File: src/rtl/test_mac_pkg.sv
// Shared constants for the systolic-array processing elements.
// The default data width is common to test_mac and the enclosing array.
package test_mac_pkg;

  localparam int DEFAULT_DATA_WIDTH = 32;

endpackage

File: src/rtl/mac_mul.sv
// Combinational unsigned multiplier for one processing element.
// Only the low DATA_WIDTH bits of the product are kept.
module mac_mul
  import test_mac_pkg::*;
#(
  parameter int DATA_WIDTH = DEFAULT_DATA_WIDTH
) (
  input  logic [DATA_WIDTH-1:0] a,
  input  logic [DATA_WIDTH-1:0] b,
  output logic [DATA_WIDTH-1:0] p
);

  // The result is sized to DATA_WIDTH, so the high half of the full product is dropped.
  assign p = a * b;

endmodule

File: config.mk
export PLATFORM = sky130hd
export DESIGN_NAME = mac_mul
export DESIGN_NICKNAME = d
export VERILOG_FILES = /design/src/rtl/test_mac_pkg.sv /design/src/rtl/mac_mul.sv
export SDC_FILE = /design/constraint.sdc
export NUM_CORES = 1
export LEC_CHECK = 0
export CELL_PAD_IN_SITES_DETAIL_PLACEMENT = 0
export CELL_PAD_IN_SITES_GLOBAL_PLACEMENT = 1
export CORE_MARGIN = 4
export CORE_UTILIZATION = 50
export DETAILED_ROUTE_END_ITERATION = 8
export GPL_TIMING_DRIVEN = 0
export PLACE_DENSITY = 0.95
export RECOVER_POWER = 25
export SETUP_SLACK_MARGIN = 0.5
export SYNTH_ARGS = -nofsm -noshare
export SYNTH_HDL_FRONTEND = slang
export SYNTH_SLANG_ARGS = --single-unit
File: constraint.sdc
create_clock -name vclk -period 9.73
set_input_delay 0.973 -clock vclk [all_inputs]
set_output_delay 0.973 -clock vclk [all_outputs]
set_load 0.1 [all_outputs]
# Word level (Yosys, flattened, before mapping)
# Index checks and enable logic that the tools add are counted.
[totals]
reg_bits = 0
inputBits = 64
output_inout_bits = 32
word_cells = 1
[classes]
mul = 1
[op_table]
columns = ["cell", "n"]
rows = [
  ["32-bit by 32-bit multiplier with 32-bit output", 1],
]

# Logic depth before layout (Yosys ltp)
# Gate-level depths: netlist of the first run.
[depth]
ltp_word = 1
mapped_depth = 26
depth_no_buf = 24

# Worst setup path after synthesis of the first run
# No wires, ideal clock.
[synth_path]
kind = "input to output"
start = "input b[2]"
end = "output p[31]"
t_arrival_ns = 8.549
required_time_ns = 8.757
path_slack_ns = 0.208
path_stages = 24
path_buffers = 2
cell_sequence = "clkbuf_1 -> clkbuf_1 -> and2_1 -> fa_1 -> inv_1 -> fa_1 -> fa_1 -> fa_1 -> inv_1 -> fa_1 -> inv_1 -> fa_1 -> inv_1 -> fa_1 -> fa_1 -> ha_1 -> inv_1 -> o21ai_1 -> a21oi_1 -> nor4bb_1 -> nand4_1 -> a21oi_1 -> a21oi_1 -> xnor2_1"
[synth_via]
elab_chain_len = 1
[synth_lines]
columns = ["element", "line", "rtl"]
rows = [
  ["start: declaration", "mac_mul.sv:9", "input logic [DATA_WIDTH-1:0] b,"],
  ["32-bit by 32-bit multiplier with 32-bit output", "mac_mul.sv:14", "assign p = a * b;"],
  ["end: declaration", "mac_mul.sv:10", "output logic [DATA_WIDTH-1:0] p"],
]
# Every way passes these cells.

# Worst setup path in the final report of the first run
[layout_path]
start = "input a[20]"
end = "output p[30]"
[layout_via]
elab_chain_len = 1
[layout_lines]
columns = ["element", "line", "rtl"]
rows = [
  ["start: declaration", "mac_mul.sv:8", "input logic [DATA_WIDTH-1:0] a,"],
  ["32-bit by 32-bit multiplier with 32-bit output", "mac_mul.sv:14", ""],
]
# Every way passes these cells.

==> results of run 1 <==
synth_stat cells, types with 2 or more instances:
cell type | n | share of area [%]
o21bai_1 | 4 | 0.19
nand3_1 | 3 | 0.095
o21ai_0 | 13 | 0.41
inv_1 | 359 | 8.5
nor2b_1 | 3 | 0.12
nand4_1 | 2 | 0.079
nand2b_1 | 3 | 0.12
o21ai_1 | 2 | 0.063
a21o_2 | 2 | 0.11
ha_1 | 123 | 9.7
and3_1 | 3 | 0.12
a21oi_1 | 22 | 0.70
a31oi_1 | 2 | 0.079
xor2_1 | 18 | 1.0
nand2_1 | 178 | 4.2
and2_1 | 367 | 15
nor3_1 | 4 | 0.13
xnor2_1 | 67 | 3.7
fa_1 | 408 | 52
nor2_1 | 16 | 0.38
a211oi_1 | 4 | 0.19
a21o_1 | 9 | 0.43
clkbuf_1 | 79 | 1.9
metrics by stage:
step	worst slack (ns)	instance area [µm²]	setup TNS, ns	cells	utilization, %
2_1_floorplan	0.5303	15830	0	1712	-
3_3_place_gp	-1.575	17260	-13.03	2202	55.85
3_5_place_dp	-1.646	17260	-14.08	2202	55.85
4_1_cts	0.5009	17660	0	2212	57.14
5_1_grt	0.3538	17760	0	2218	57.46
6_report	0.6052	17760	0	2219	57.46
timing repair:
action | CTS | global route
setup buffers | 10 | 5
hold buffers | 0 | 0
gates resized for setup | 226 | 127
endpoints found under the setup margin | 21 | 20
pin swaps | 22 | 14
logic make-up after synthesis:
group                      count (synthesis)  share of synthesized area, %
AOI/OAI and AO/OA                         68                         2.955
adders and majority gates                531                         61.45
buffers and inverters                    440                         10.51
xor gates and xnor gates                  85                         4.713
and+or+nand+nor                          588                         20.37
area by class of cell:
type	instances	area (µm²)	share of cell area, %
Multi-Input combinational cell	1272	14340	80.74
Antenna cell	2	5.005	0.02818
Inverter	359	1348	7.587
Timing Repair Buffer	109	1015	5.713
Tap cell	396	495.5	2.790
Buffer	81	558.0	3.142
critical path: cells and delay by family:
family	cells	cell delay, ns
buffers and inverters	5	1.07
adder cells (fa/ha/maj)	9	4.44
AO/OA/AOI/OAI	6	1.15
AND/OR/NAND/NOR	2	0.31
XOR/XNOR	1	0.20
metal layers:
metal,share of wire [%],routed length (µm),up-vias
met4,5.8,2769,0
met3,10,4788,123
li1,-,-,5174
met2,45,21880,594
met1,39,18680,6103
met5,0,0,-
how the worst max path moves through the flow:
stage	startpoint	endpoint	slack, ns
5_1_grt	a[20]	p[30]	0.35
3_5_place_dp	a[15]	p[31]	-1.65
4_1_cts	a[18]	p[25]	0.50
6_report	a[20]	p[30]	0.61
3_3_place_gp	a[15]	p[31]	-1.58
2_1_floorplan	b[2]	p[30]	0.53
==> flow_summary.json, run 1 <==
{
  "grt_pass1_vias": 13266,
  "vias": 11994,
  "grt_pass1_wl_um": 75560,
  "rows": 64,
  "slowest_delay_ns": 0.58,
  "die_h_um": 185.7,
  "avgSynthCellArea_um2": 9.227,
  "place_hpwl_um": 40190,
  "wl_per_cell_um": 21.68,
  "gr-usage-met3_pct": 6.469,
  "period_share_pct": 93.78,
  "synth_fp_nets": 2307,
  "clock_buffers": 0,
  "design.seq.count": 0,
  "yosys_warnings": 0,
  "slew_headroom_pct": 34.35,
  "grt_overflow": 0,
  "finalHoldViolCount": 0,
  "seqCellArea_um2": 0,
  "path_max_fanout": 10,
  "critPathMostFrequentCell": "fa_1",
  "rsz0062_at_grt": "true",
  "grt_max_degree": 11,
  "maxSlewViolCount": 0,
  "setup_viol": 0,
  "whs_ns": 3.247,
  "syn_inst": 1712,
  "drtAntennaViolNets": 0,
  "die_area_um2": 34500,
  "area_growth_syn_to_layout_pct": 12.44,
  "antenna_found_initial": 3,
  "path_class": "primary input to primary output",
  "initial_core_util_pct": 51.11,
  "fp.dieW_um": 185.7,
  "hold_path_depth": 9,
  "port_buffers": 94,
  "hold_start": "a[15]",
  "syn_area_um2": 15800,
  "hold_path.class": "primary input to primary output",
  "ys_seq_area_share_pct": 0,
  "globalRouteMet2Util_pct": 46.14,
  "met1_usage_pct": 38.63,
  "routed_wl_um": 48120,
  "layout_common_cells": "403 x fa_1, 367 x and2_1, 358 x inv_1",
  "drive_gt1_share_pct": 8.731,
  "worstSetupStartpointType": "primary input",
  "groute.usage.overall_pct": 28.85,
  "max_freq_mhz": 109.6,
  "via_per_inst": 5.405,
  "boundaryPins": 96,
  "dr.pass1.iters": 5,
  "core_um2": 30910,
  "worstPathCellList": "clkdlybuf4s50_1, clkbuf_2, and2_1, fa_1, inv_1, fa_1, fa_1, fa_1, inv_1, fa_1, fa_1, fa_1, fa_1, ha_1, a21o_1, a21o_2, a21oi_1, o21ai_2, nand3_2, o311ai_4, o41ai_2, xnor2_1, buf_6",
  "period_needed_ns": 9.125,
  "top_usage_layer": "met2",
  "place.gp.congestion": 0.9815,
  "cap_viol_max_count": 0,
  "drc": 0,
  "status": "finished clean",
  "drt_iter0_drc": 862,
  "yosysUniqueCellTypes": 44,
  "tightest_slew_ns": 0.9815,
  "critPathArrivalTime_ns": 8.15,
  "crit_required_ns": 8.76,
  "crit_slowest_cell": "fa_1",
  "final_common_cell": "fa_1",
  "fillerInstances": 2708,
  "nets": 2418,
  "end_kind": "primary output",
  "min_to": "p[31]"
}
Power of run 1 is not shown: default switching activity piles up to over one toggle a cycle in this logic, so the estimate is an artifact.
==> run 2, diff against run 1 <==
- CORE_ASPECT_RATIO: not set -> 0.5
- SETUP_SLACK_MARGIN: 0.5 -> not set
==> run 2 against run 1 <==
Net effect: maximum frequency decreased by 4.3%; first-iteration DRC count grew 6.7%; worst setup slack worse by 0.41 ns; critical endpoint is now p[29]; highest routed layer is now met5; clock-buffer cell count stayed put; sequential cell count did not move; non-clock buffer count down 12; via count decreased by 0.45%; critical path type unchanged; hold slack gained 0.14 ns.
==> flow_summary.json, run 2 (same netlist as run 1, synthesis figures left out) <==
{
  "maxSlewViolCount": 0,
  "antenna_found_initial": 0,
  "max_freq_mhz": 104.9,
  "core_um2": 30740,
  "wl_per_cell_um": 21.47,
  "design.seq.count": 0,
  "drive_gt1_share_pct": 5.196,
  "vias": 11940,
  "place.gp.congestion": 1.003,
  "groute.usage.overall_pct": 28.72,
  "finalHoldViolCount": 0,
  "clock_buffers": 0,
  "grt_overflow": 0,
  "nets": 2406,
  "area_growth_syn_to_layout_pct": 10.73,
  "drtAntennaViolNets": 0,
  "antennaDiodeCount": 0,
  "grt_max_degree": 12,
  "worstPathCellList": "clkbuf_1, clkbuf_2, and2_1, fa_1, fa_1, fa_1, inv_1, fa_1, inv_1, fa_1, fa_1, fa_1, fa_1, ha_1, a21o_1, a21o_1, a21oi_1, o21ai_0, nor2_1, a21oi_4, buf_12, o41ai_1, xnor2_1, buf_6",
  "fp.dieW_um": 259.4,
  "drc": 0,
  "cap_viol_max_count": 0,
  "grt_pass1_wl_um": 75490,
  "tightest_slew_ns": 1.081,
  "crit_slowest_cell": "fa_1",
  "end_kind": "primary output",
  "dr.pass1.iters": 5,
  "status": "finished clean",
  "setup_viol": 0,
  "period_needed_ns": 9.532,
  "crit_family": "adder cells",
  "slowest_delay_ns": 0.58,
  "hold_path.class": "primary input to primary output",
  "cp_num_buf_inv": 6,
  "path_max_fanout": 10,
  "period_share_pct": 97.97,
  "boundaryPins": 96,
  "fillerInstances": 2766,
  "drt_iter0_drc": 920,
  "worstSetupStartpointType": "primary input",
  "port_buffers": 94,
  "via_per_inst": 5.349,
  "crit_required_ns": 8.76,
  "slew_headroom_pct": 27.92,
  "layout_common_cells": "407 x fa_1, 367 x and2_1, 358 x inv_1",
  "critPathArrivalTime_ns": 8.56,
  "grt_pass1_vias": 12906,
  "final_area_um2": 17490,
  "routed_wl_um": 47910,
  "initial_core_util_pct": 51.38,
  "place_hpwl_um": 40990,
  "seqCellArea_um2": 0,
  "final_common_cell": "fa_1",
  "die_area_um2": 34670,
  "critPathMostFrequentCell": "fa_1",
  "dpl_cell_area_um2": 17270,
  "rows": 45,
  "path_class": "primary input to primary output",
  "die_h_um": 133.7
}
==> run 2: changes by cell type in the layout (fill, tap and decap cells not counted), sizes merged, moves of 2 or more <==
cell	change
buf	-24
clkdlybuf4s15	-3
clkdlybuf4s18	-2
clkdlybuf4s50	+9
diode	-2
dlymetal6s2s	+10
==> run 2: cell type report <==
type	count	area [µm²]	area share [%]
timing repair buffer	100	1016	5.808
multi-input combinational	1272	14190	81.15
inverter	359	1351	7.725
buffer	78	400.4	2.289
tap	423	529.3	3.026
==> run 2: per-stage QoR <==
step	cells	hold slack (ns)	setup WS [ns]	utilization [%]	setup TNS (ns)
after floorplan	1712	2.417	0.2084	-	0
after global placement	2229	3.601	-1.726	56.17	-13.44
after detailed placement	2229	3.595	-1.761	56.17	-14.52
after CTS	2228	3.453	0.01924	56.41	0
after global routing	2232	3.454	-0.02056	56.90	-0.02056
final	2232	3.385	0.1975	56.90	0
==> run 2: path summary, 6_finish.rpt <==
kind | from | end | cells after the start
worst max-delay path | a[13] | p[29] | 24
worst min-delay path | b[2] | p[31] | 9
==> run 2: layer usage <==
layer	GRT usage (%)	vias to the layer above	part of all wire, %
met4	7.902	2	3.6
met2	43.61	570	43
met5	1.389	-	0.083
met1	39.61	6136	41
li1	-	5156	-
met3	9.592	76	13
==> run 2: what timing repair did <==
| action | 4_1_cts | 5_1_grt |
|---|---|---|
| pin swaps | 1 | 10 |
| setup buffers | 1 | 5 |
| setup endpoints to repair | 18 | 20 |
| cloned | 0 | 0 |
| hold buffers | 0 | 0 |
| resized for setup | 106 | 98 |
Power of run 2 is left out for the same reason.
